$ cat config.mk
export PLATFORM = sky130hd
export DESIGN_NAME = saes_byte_loader
export DESIGN_NICKNAME = d
export VERILOG_FILES = /design/src/rtl/saes_byte_loader.sv
export SDC_FILE = /design/constraint.sdc
export NUM_CORES = 1
export LEC_CHECK = 0
export BUFFER_PORTS_ARGS = -buffer_cell sky130_fd_sc_hd__clkbuf_2
export CORE_UTILIZATION = 49
export CTS_BUF_LIST = sky130_fd_sc_hd__clkbuf_8
export CTS_CLUSTER_DIAMETER = 150
export CTS_CLUSTER_SIZE = 40
export DETAILED_ROUTE_END_ITERATION = 8
export GPL_ROUTABILITY_DRIVEN = 0
export PLACE_DENSITY = 0.77
export SLEW_MARGIN = 0
export SYNTH_ARGS = -nofsm -noshare
export SYNTH_HDL_FRONTEND = slang
export SYNTH_SLANG_ARGS = --single-unit
$ cat constraint.sdc
create_clock -name clk -period 2 [get_ports clk]
set_input_delay 0.2 -clock clk [delete_from_list [all_inputs] [get_ports clk]]
set_output_delay 0.2 -clock clk [all_outputs]
set_load 0.01 [all_outputs]
$ cat src/rtl/saes_byte_loader.sv
// Byte-serial key/plaintext loader feeding saes_main through a small tagged FIFO.
// Define SAES_BLK_COUNT_EN to add the blk_count delivered-block counter port.
module saes_byte_loader #(
  parameter int unsigned DEPTH = 4
) (
  input  logic        clk,
  input  logic        rst,
  input  logic [7:0]  byte_in,
  input  logic        byte_is_key,
  input  logic        byte_valid,
  output logic        byte_ready,
  output logic [15:0] blk_data,
  output logic [15:0] blk_key,
  output logic        blk_valid,
  input  logic        blk_ready,
  output logic        frame_err
`ifdef SAES_BLK_COUNT_EN
  ,
  output logic [15:0] blk_count
`endif
);

  localparam int unsigned PW = $clog2(DEPTH);
  localparam int unsigned CW = PW + 1;
  localparam logic [CW-1:0] FULL_CNT = CW'(DEPTH);

  typedef enum logic {HI, LO} state_e;

  state_e        state_q, state_d;
  logic [7:0]    hi_q, hi_d;
  logic          kind_q, kind_d;
  logic [15:0]   key_q, key_d;
  logic          key_loaded_q, key_loaded_d;
  logic          frame_err_q, frame_err_d;
  logic          push, pop, accept, full;
  logic [PW-1:0] wr_ptr_q, rd_ptr_q;
  logic [CW-1:0] count_q;
  logic [31:0]   mem_q [DEPTH];
  logic [31:0]   head;

  assign full       = (count_q == FULL_CNT);
  assign byte_ready = !full;
  assign accept     = byte_valid & byte_ready;
  assign blk_valid  = (count_q != '0);
  assign pop        = blk_valid & blk_ready;
  assign head       = mem_q[rd_ptr_q];
  assign blk_key    = blk_valid ? head[31:16] : '0;
  assign blk_data   = blk_valid ? head[15:0]  : '0;
  assign frame_err  = frame_err_q;

  always_comb begin
    state_d      = state_q;
    hi_d         = hi_q;
    kind_d       = kind_q;
    key_d        = key_q;
    key_loaded_d = key_loaded_q;
    frame_err_d  = 1'b0;
    push         = 1'b0;
    if (accept) begin
      case (state_q)
        HI: begin
          hi_d    = byte_in;
          kind_d  = byte_is_key;
          state_d = LO;
        end
        LO: begin
          if (byte_is_key != kind_q) begin
            // Kind switch: drop the buffered half-word, restart with this byte as high.
            frame_err_d = 1'b1;
            hi_d        = byte_in;
            kind_d      = byte_is_key;
          end else begin
            state_d = HI;
            if (kind_q) begin
              key_d        = {hi_q, byte_in};
              key_loaded_d = 1'b1;
            end else if (key_loaded_q) begin
              push = 1'b1;
            end else begin
              frame_err_d = 1'b1;
            end
          end
        end
        default: state_d = HI;
      endcase
    end
  end

  always_ff @(posedge clk or posedge rst) begin
    if (rst) begin
      state_q      <= HI;
      hi_q         <= '0;
      kind_q       <= 1'b0;
      key_q        <= '0;
      key_loaded_q <= 1'b0;
      frame_err_q  <= 1'b0;
      wr_ptr_q     <= '0;
      rd_ptr_q     <= '0;
      count_q      <= '0;
    end else begin
      state_q      <= state_d;
      hi_q         <= hi_d;
      kind_q       <= kind_d;
      key_q        <= key_d;
      key_loaded_q <= key_loaded_d;
      frame_err_q  <= frame_err_d;
      if (push) wr_ptr_q <= wr_ptr_q + PW'(1);
      if (pop)  rd_ptr_q <= rd_ptr_q + PW'(1);
      case ({push, pop})
        2'b10:   count_q <= count_q + CW'(1);
        2'b01:   count_q <= count_q - CW'(1);
        default: count_q <= count_q;
      endcase
    end
  end

  // Storage needs no reset: head outputs are masked by blk_valid.
  always_ff @(posedge clk) begin
    if (push) mem_q[wr_ptr_q] <= {key_q, hi_q, byte_in};
  end

`ifdef SAES_BLK_COUNT_EN
  logic [15:0] blk_count_q;
  always_ff @(posedge clk or posedge rst) begin
    if (rst)      blk_count_q <= '0;
    else if (pop) blk_count_q <= blk_count_q + 16'd1;
  end
  assign blk_count = blk_count_q;
`endif

endmodule

=== Word level (Yosys, flattened, before mapping) ===
Memory sizes are Yosys's and may differ from the RTL's.
Cells that the tools add are included.

* $add $sub $neg: 4
* Multipliers: 0
* Div/mod/pow operators: 0
* Magnitude comparators: 0
* Equal/unequal tests: 5
* Shift-type cells: 0
* Muxes and demuxes: 21
* Bitwise gates (word level): 4
* Reduce and logical (&&, ||, !) cells: 5

{| class="wikitable"
|+ Operators by type and width
! kind !! number
|-
| $mux W16 || 2
|-
| $pmux W8 S2 || 1
|-
| $mux W1 || 14
|-
| $mux W8 || 1
|-
| $pmux W3 S2 || 1
|-
| $add A2 B1 Y2 const B || 2
|-
| $pmux W1 S2 || 2
|-
| $reduce_and A4 Y1 || 1
|-
| $add A3 B1 Y3 const B || 1
|-
| $eq A3 B3 Y1 const B || 1
|-
| $reduce_bool A3 Y1 || 1
|-
| $sub A3 B1 Y3 const B || 1
|-
| $and A1 B1 Y1 || 2
|-
| $eq A2 B1 Y1 const B || 1
|-
| $eq A2 B2 Y1 const B || 1
|-
| $ne A2 B1 Y1 const B || 1
|-
| $not A1 Y1 || 2
|-
| $reduce_and A2 Y1 || 1
|-
| $reduce_bool A2 Y1 || 1
|-
| $logic_not A1 Y1 || 1
|-
| $ne A1 B1 Y1 || 1
|}

* Register bits: 35
* Bits in latches: 0
* Memory bits (writable): 128
* ROM bits: 0
* Input port bits: 13
* Output and inout bits: 35
* Word-level logic and storage cells: 49
* Memories: 1

{| class="wikitable"
|+ Memory list
! name !! depth !! width !! read ports !! clocked after Yosys merged registers in !! wr ports !! line !! source
|-
| mem_q || 4 || 32 || 1 || 0 || 1 || 38 || <nowiki>logic [31:0] mem_q [DEPTH];</nowiki>
|}

=== Logic depth before layout (Yosys ltp) ===
* Depth after elaboration: 7
* Depth in mapped cells: 9

=== Worst setup path after synthesis ===
OpenSTA, ideal clock, no wires.

* Kind: reg2reg
* Start: register count_q[2]
* End: memory mem_q[2][0] (enable)
* Arrival: 1.798 ns
* Setup slack: -0.190 ns
* Cell stages (with the launch flop): 4
* Buffers on the path: 0
* Clock period less this slack: 2.190 ns
* Path through: dfrtp_1 -> nor3b_4 -> nor4_4 -> and2_1

* Longest elaborated chain between the ends: 6

{| class="wikitable"
|+ RTL lines
! element !! line !! source
|-
| start, declared || 37 || <nowiki>logic [CW-1:0] count_q;</nowiki>
|-
| start signal, assigned || 110 || <nowiki>2'b10: count_q <= count_q + CW'(1);</nowiki>
|-
| start signal, assigned || 111 || <nowiki>2'b01: count_q <= count_q - CW'(1);</nowiki>
|-
| start signal, assigned || 112 || <nowiki>default: count_q <= count_q;</nowiki>
|-
| $eq A3 B3 Y1 || 41 || <nowiki>assign full = (count_q == FULL_CNT);</nowiki>
|-
| $logic_not A1 Y1 || 42 || <nowiki>assign byte_ready = !full;</nowiki>
|-
| $and A1 B1 Y1 || 43 || <nowiki>assign accept = byte_valid & byte_ready;</nowiki>
|-
| $mux W1 || 59 || <nowiki>if (accept) begin</nowiki>
|-
| $mux W1 || 119 || <nowiki>if (push) mem_q[wr_ptr_q] <= {key_q, hi_q, byte_in};</nowiki>
|-
| $mux W1 (not written as such) || 119 ||
|-
| end, declared || 38 ||
|}

Every way passes these cells.

=== Worst setup path after layout ===
* Start: register rd_ptr_q[0]
* End: output blk_key[5]

* Longest elaborated chain between the ends: 2

{| class="wikitable"
|+ RTL lines
! element !! line !! source
|-
| start, declared || 36 || <nowiki>logic [PW-1:0] wr_ptr_q, rd_ptr_q;</nowiki>
|-
| start signal, assigned || 108 || <nowiki>if (pop) rd_ptr_q <= rd_ptr_q + PW'(1);</nowiki>
|-
| $mem_v2 Z4 W32 || n/a ||
|-
| $mux W16 || 47 || <nowiki>assign blk_key = blk_valid ? head[31:16] : '0;</nowiki>
|-
| end, declared || 13 || <nowiki>output logic [15:0] blk_key,</nowiki>
|}

Every way passes these cells.

==> PnR_summary.wiki <==
{| class="wikitable"
! Metric !! Value
|-
| Worst-case register-to-register setup slack || 0.01 ns
|-
| Worst Hold Slack || 0.0292 ns
|-
| Antenna diode count || 0
|-
| Starting density of the core || 0.503
|-
| First-pass GRT wire length || 18200 µm
|-
| Pin count of the biggest net entering global routing || 36
|-
| Cell-by-cell trace of the critical path || buf_6, buf_16, mux4_2, and2_4, buf_6
|-
| Top library cells by usage in the layout, fill and taps aside || 128 x edfxtp_1, 39 x clkbuf_2, 33 x dfrtp_1
|-
| Setup slack of the critical path after layout || -0.131 ns
|-
| Port Buf Inserts || 47
|-
| Core Box Area || 12600 µm²
|-
| Area of the die || 13400 µm²
|-
| Overall overflow remaining after global route || 0
|-
| Via count normalized by instance count || 5.25
|-
| Clock-pin slew of the registers on the worst-case setup and hold paths || 0.08 ns
|-
| Static Leak || 0.00275 µW
|-
| Initial antenna violation count || 0
|-
| Placement-stage worst setup slack || -0.00457 ns
|-
| Final period demand of the worst path || 2.13 ns
|-
| Via Count || 3035
|-
| Post-synthesis register bit count || 163
|-
| Peak per-stage delay on the critical path || 0.49 ns
|-
| Total count of hold-check failures in the final report || 0
|-
| Post-synthesis instance total || 309
|-
| Worst Path Max Fanout || 6
|-
| Reg2reg path depth || 8
|-
| Cell count of the worst hold path || 1
|-
| Synth Area per Inst || 20.5 µm²
|-
| Failing checks || setup timing
|-
| Max Cap Viol || 0
|-
| Height of the chip || 116 µm
|-
| Clock sinks || 163
|-
| Run status || finished with violations
|-
| Number of global-route vias before repair || 3241
|-
| Async set-reset flop share out of synthesis || 0.215
|-
| Fraction of layout instances using a drive strength above 1 || 0.475
|-
| Worst clock skew on the final layout || 0.00913 ns
|-
| Area of all placed cells without fillers || 7620 µm²
|-
| Placement row count || 41
|-
| Critical path's top delay family || multiplexers
|-
| Total Nets Final || 412
|-
| Mapped Area || 6350 µm²
|-
| Wire length per cell after detailed routing || 19.5 µm
|-
| DRC violations left || 0
|-
| Count of endpoints failing setup in the final report || 32
|-
| Least-Margin Pin Slew || 0.487 ns
|-
| Cell accounting for the most synthesized area || edfxtp_1
|-
| Peak supply drop || 0.567 mV
|-
| DP HPWL || 6710 µm
|-
| Num CTS Buffers || 17
|-
| Number of filler cells placed in the layout || 910
|-
| Later-pin clock latency in the skew report || 0.44 ns
|-
| Category of the critical setup timing path || flop to output port
|-
| Top cells by area in the synthesized netlist || edfxtp_1 61%, dfrtp_1 14%, mux4_2 11%
|-
| All-Layer GR Usage || 0.193
|-
| Post-Route Utilization || 0.604
|-
| Master cell of the clock root buffer || clkbuf_8
|-
| Final Max Slew Viols || 0
|-
| Critical path depth || 5
|-
| Crit path buffers/inverters || 3
|-
| Worst Hold Class || primary input to flop
|-
| Flip-flop cell with the highest count after synthesis || edfxtp_1
|-
| Sequential-to-total area share from yosys stat || 0.744
|-
| Number of warnings reported in the yosys synthesis log || 0
|-
| Total power per unit cell area || 1440 nW/µm²
|-
| Worst setup SP type || flop
|-
| First drt pass iteration count || 4
|-
| Area after DPL || 7000 µm²
|-
| Remaining number of nets flagged by the antenna check after routing || 0
|-
| Overall power consumption || 10900 µW
|-
| Setup repair after global routing missed its margin || true
|-
| Data required, critical path || 1.80 ns
|-
| Number of different library cells in the post-synthesis netlist || 26
|-
| Synthesis-to-layout area growth || 20.1%
|-
| Timing-limited maximum frequency || 469 MHz
|-
| Post-route fraction of the period consumed by the critical path || 1.07
|-
| H-tree level count || 4
|-
| Final wirelength || 11300 µm
|-
| Arrival time at the worst endpoint || 1.93 ns
|-
| Clock tree from TritonCTS || done
|-
| Most frequent standard cell in the layout excluding fill and tap cells || edfxtp_1
|-
| Setup crit end kind || output port
|-
| Number of flops mapped to enable cells by yosys || 128
|-
| Max Root-Sink Buffers || 2
|-
| Max-Slew Margin vs Limit || 0.675
|-
| Cell with the largest stage delay on the worst path || mux4_2
|-
| Share of the synthesized area in the top cell type || 0.606
|-
| Post-Syn Nets || 328
|-
| Detailed Route Iter0 Violations || 144
|-
| Io pins || 48
|-
| Width of the chip || 116 µm
|-
| Most repeated library cell on the critical path || buf_6
|}
-- worst register-to-register path: stages (launching register included) --
cell and delay (ns):
dfrtp_2 0.44, or3_4 0.40, and2_4 0.18, ha_2 0.18
inv_1 0.07, fa_2 0.19, xor2_1 0.16, nor2_1 0.09
xor2_1 0.17
-- cells in the mapped netlist (2+ instances only) --
cell type and count:
inv_1 9, xor2_1 3, and2_1 37, clkbuf_1 8, edfxtp_1 128, xnor2_1 4, nand2_1 3, ha_1 5
nor2_1 2, buf_2 4, mux2_2 26, mux4_2 32, dfrtp_1 35
-- power by group --
group          internal (µW)  leakage (µW)  switching, µW
Combinational           2130       0.00100           1610
Clock                   1110      0.000185           1190
Sequential              4440       0.00157            461
-- kinds of logic (layout without fill, tap and decap cells) --
kind of cell | count (synthesis) | after routing | share of synthesized area
AOI/OAI and AO/OA | 3 | 3 | 0.00611
xor gates and xnor gates | 7 | 7 | 0.00966
adders and majority gates | 6 | 6 | 0.0130
buffers and inverters | 22 | 119 | 0.0144
DFF | 163 | 163 | 0.744
muxes | 59 | 59 | 0.161
and+or+nand+nor | 49 | 49 | 0.0520
-- sequential cells by signal, summed over array words and instances (netlist names), 2 cells and up --
signal / count
count_q: 3
hi_q: 8
key_q: 16
mem_q: 128
rd_ptr_q: 2
wr_ptr_q: 2
-- layer usage --
metal	share of wire	up-vias	track usage	wire length [µm]
li1	-	1364	-	-
met1	0.43	1588	0.253	4850
met2	0.52	66	0.313	5870
met3	0.037	17	0.0643	415
met4	0.014	0	0.0496	156
met5	0	-	0	0
-- through the flow --
stage                     setup TNS, ns  cells
after detailed placement       -0.00457    535
final                             -3.10    578
after global routing              -6.11    578
after CTS                         -4.22    577
after floorplan                       0    309
after global placement                0    535
-- path summary, 6_finish.rpt --
check / startpoint / end
worst min-delay path: byte_in[1] / mem_q[0][1]$_DFFE_PP_
worst min register to register: key_loaded_q$_DFFE_PP0P_ / key_loaded_q$_DFFE_PP0P_
worst max register to register: count_q[0]$_DFFE_PP0P_ / count_q[2]$_DFFE_PP0P_
min in group asynchronous: rst / key_q[12]$_DFFE_PP0P_
worst max-delay path: rd_ptr_q[0]$_DFFE_PP0P_ / blk_key[5]
max in group asynchronous: rst / rd_ptr_q[0]$_DFFE_PP0P_
-- cell type report --
cell class / count / area, µm² / share of cell area
inverters: 9 / 33.8 / 0.00443
flip-flops and latches: 163 / 4720 / 0.620
clock inverters: 15 / 156 / 0.0205
well taps: 172 / 215 / 0.0282
multi-input cells: 124 / 1580 / 0.208
clock buffers: 17 / 234 / 0.0307
repair buffers: 78 / 678 / 0.0890
-- timing repair --
| action | in CTS | in global routing |
|---|---|---|
| buffers inserted | 6 | 3 |
| endpoints found under the hold margin | 35 | 4 |
| pin swaps | 0 | 4 |
| gates resized for setup | 16 | 30 |
| hold buffers | 1 | 1 |
| cloned | 3 | 0 |
| setup endpoints to repair | 33 | 34 |
Note: power is estimated with default switching activity, not from simulation.
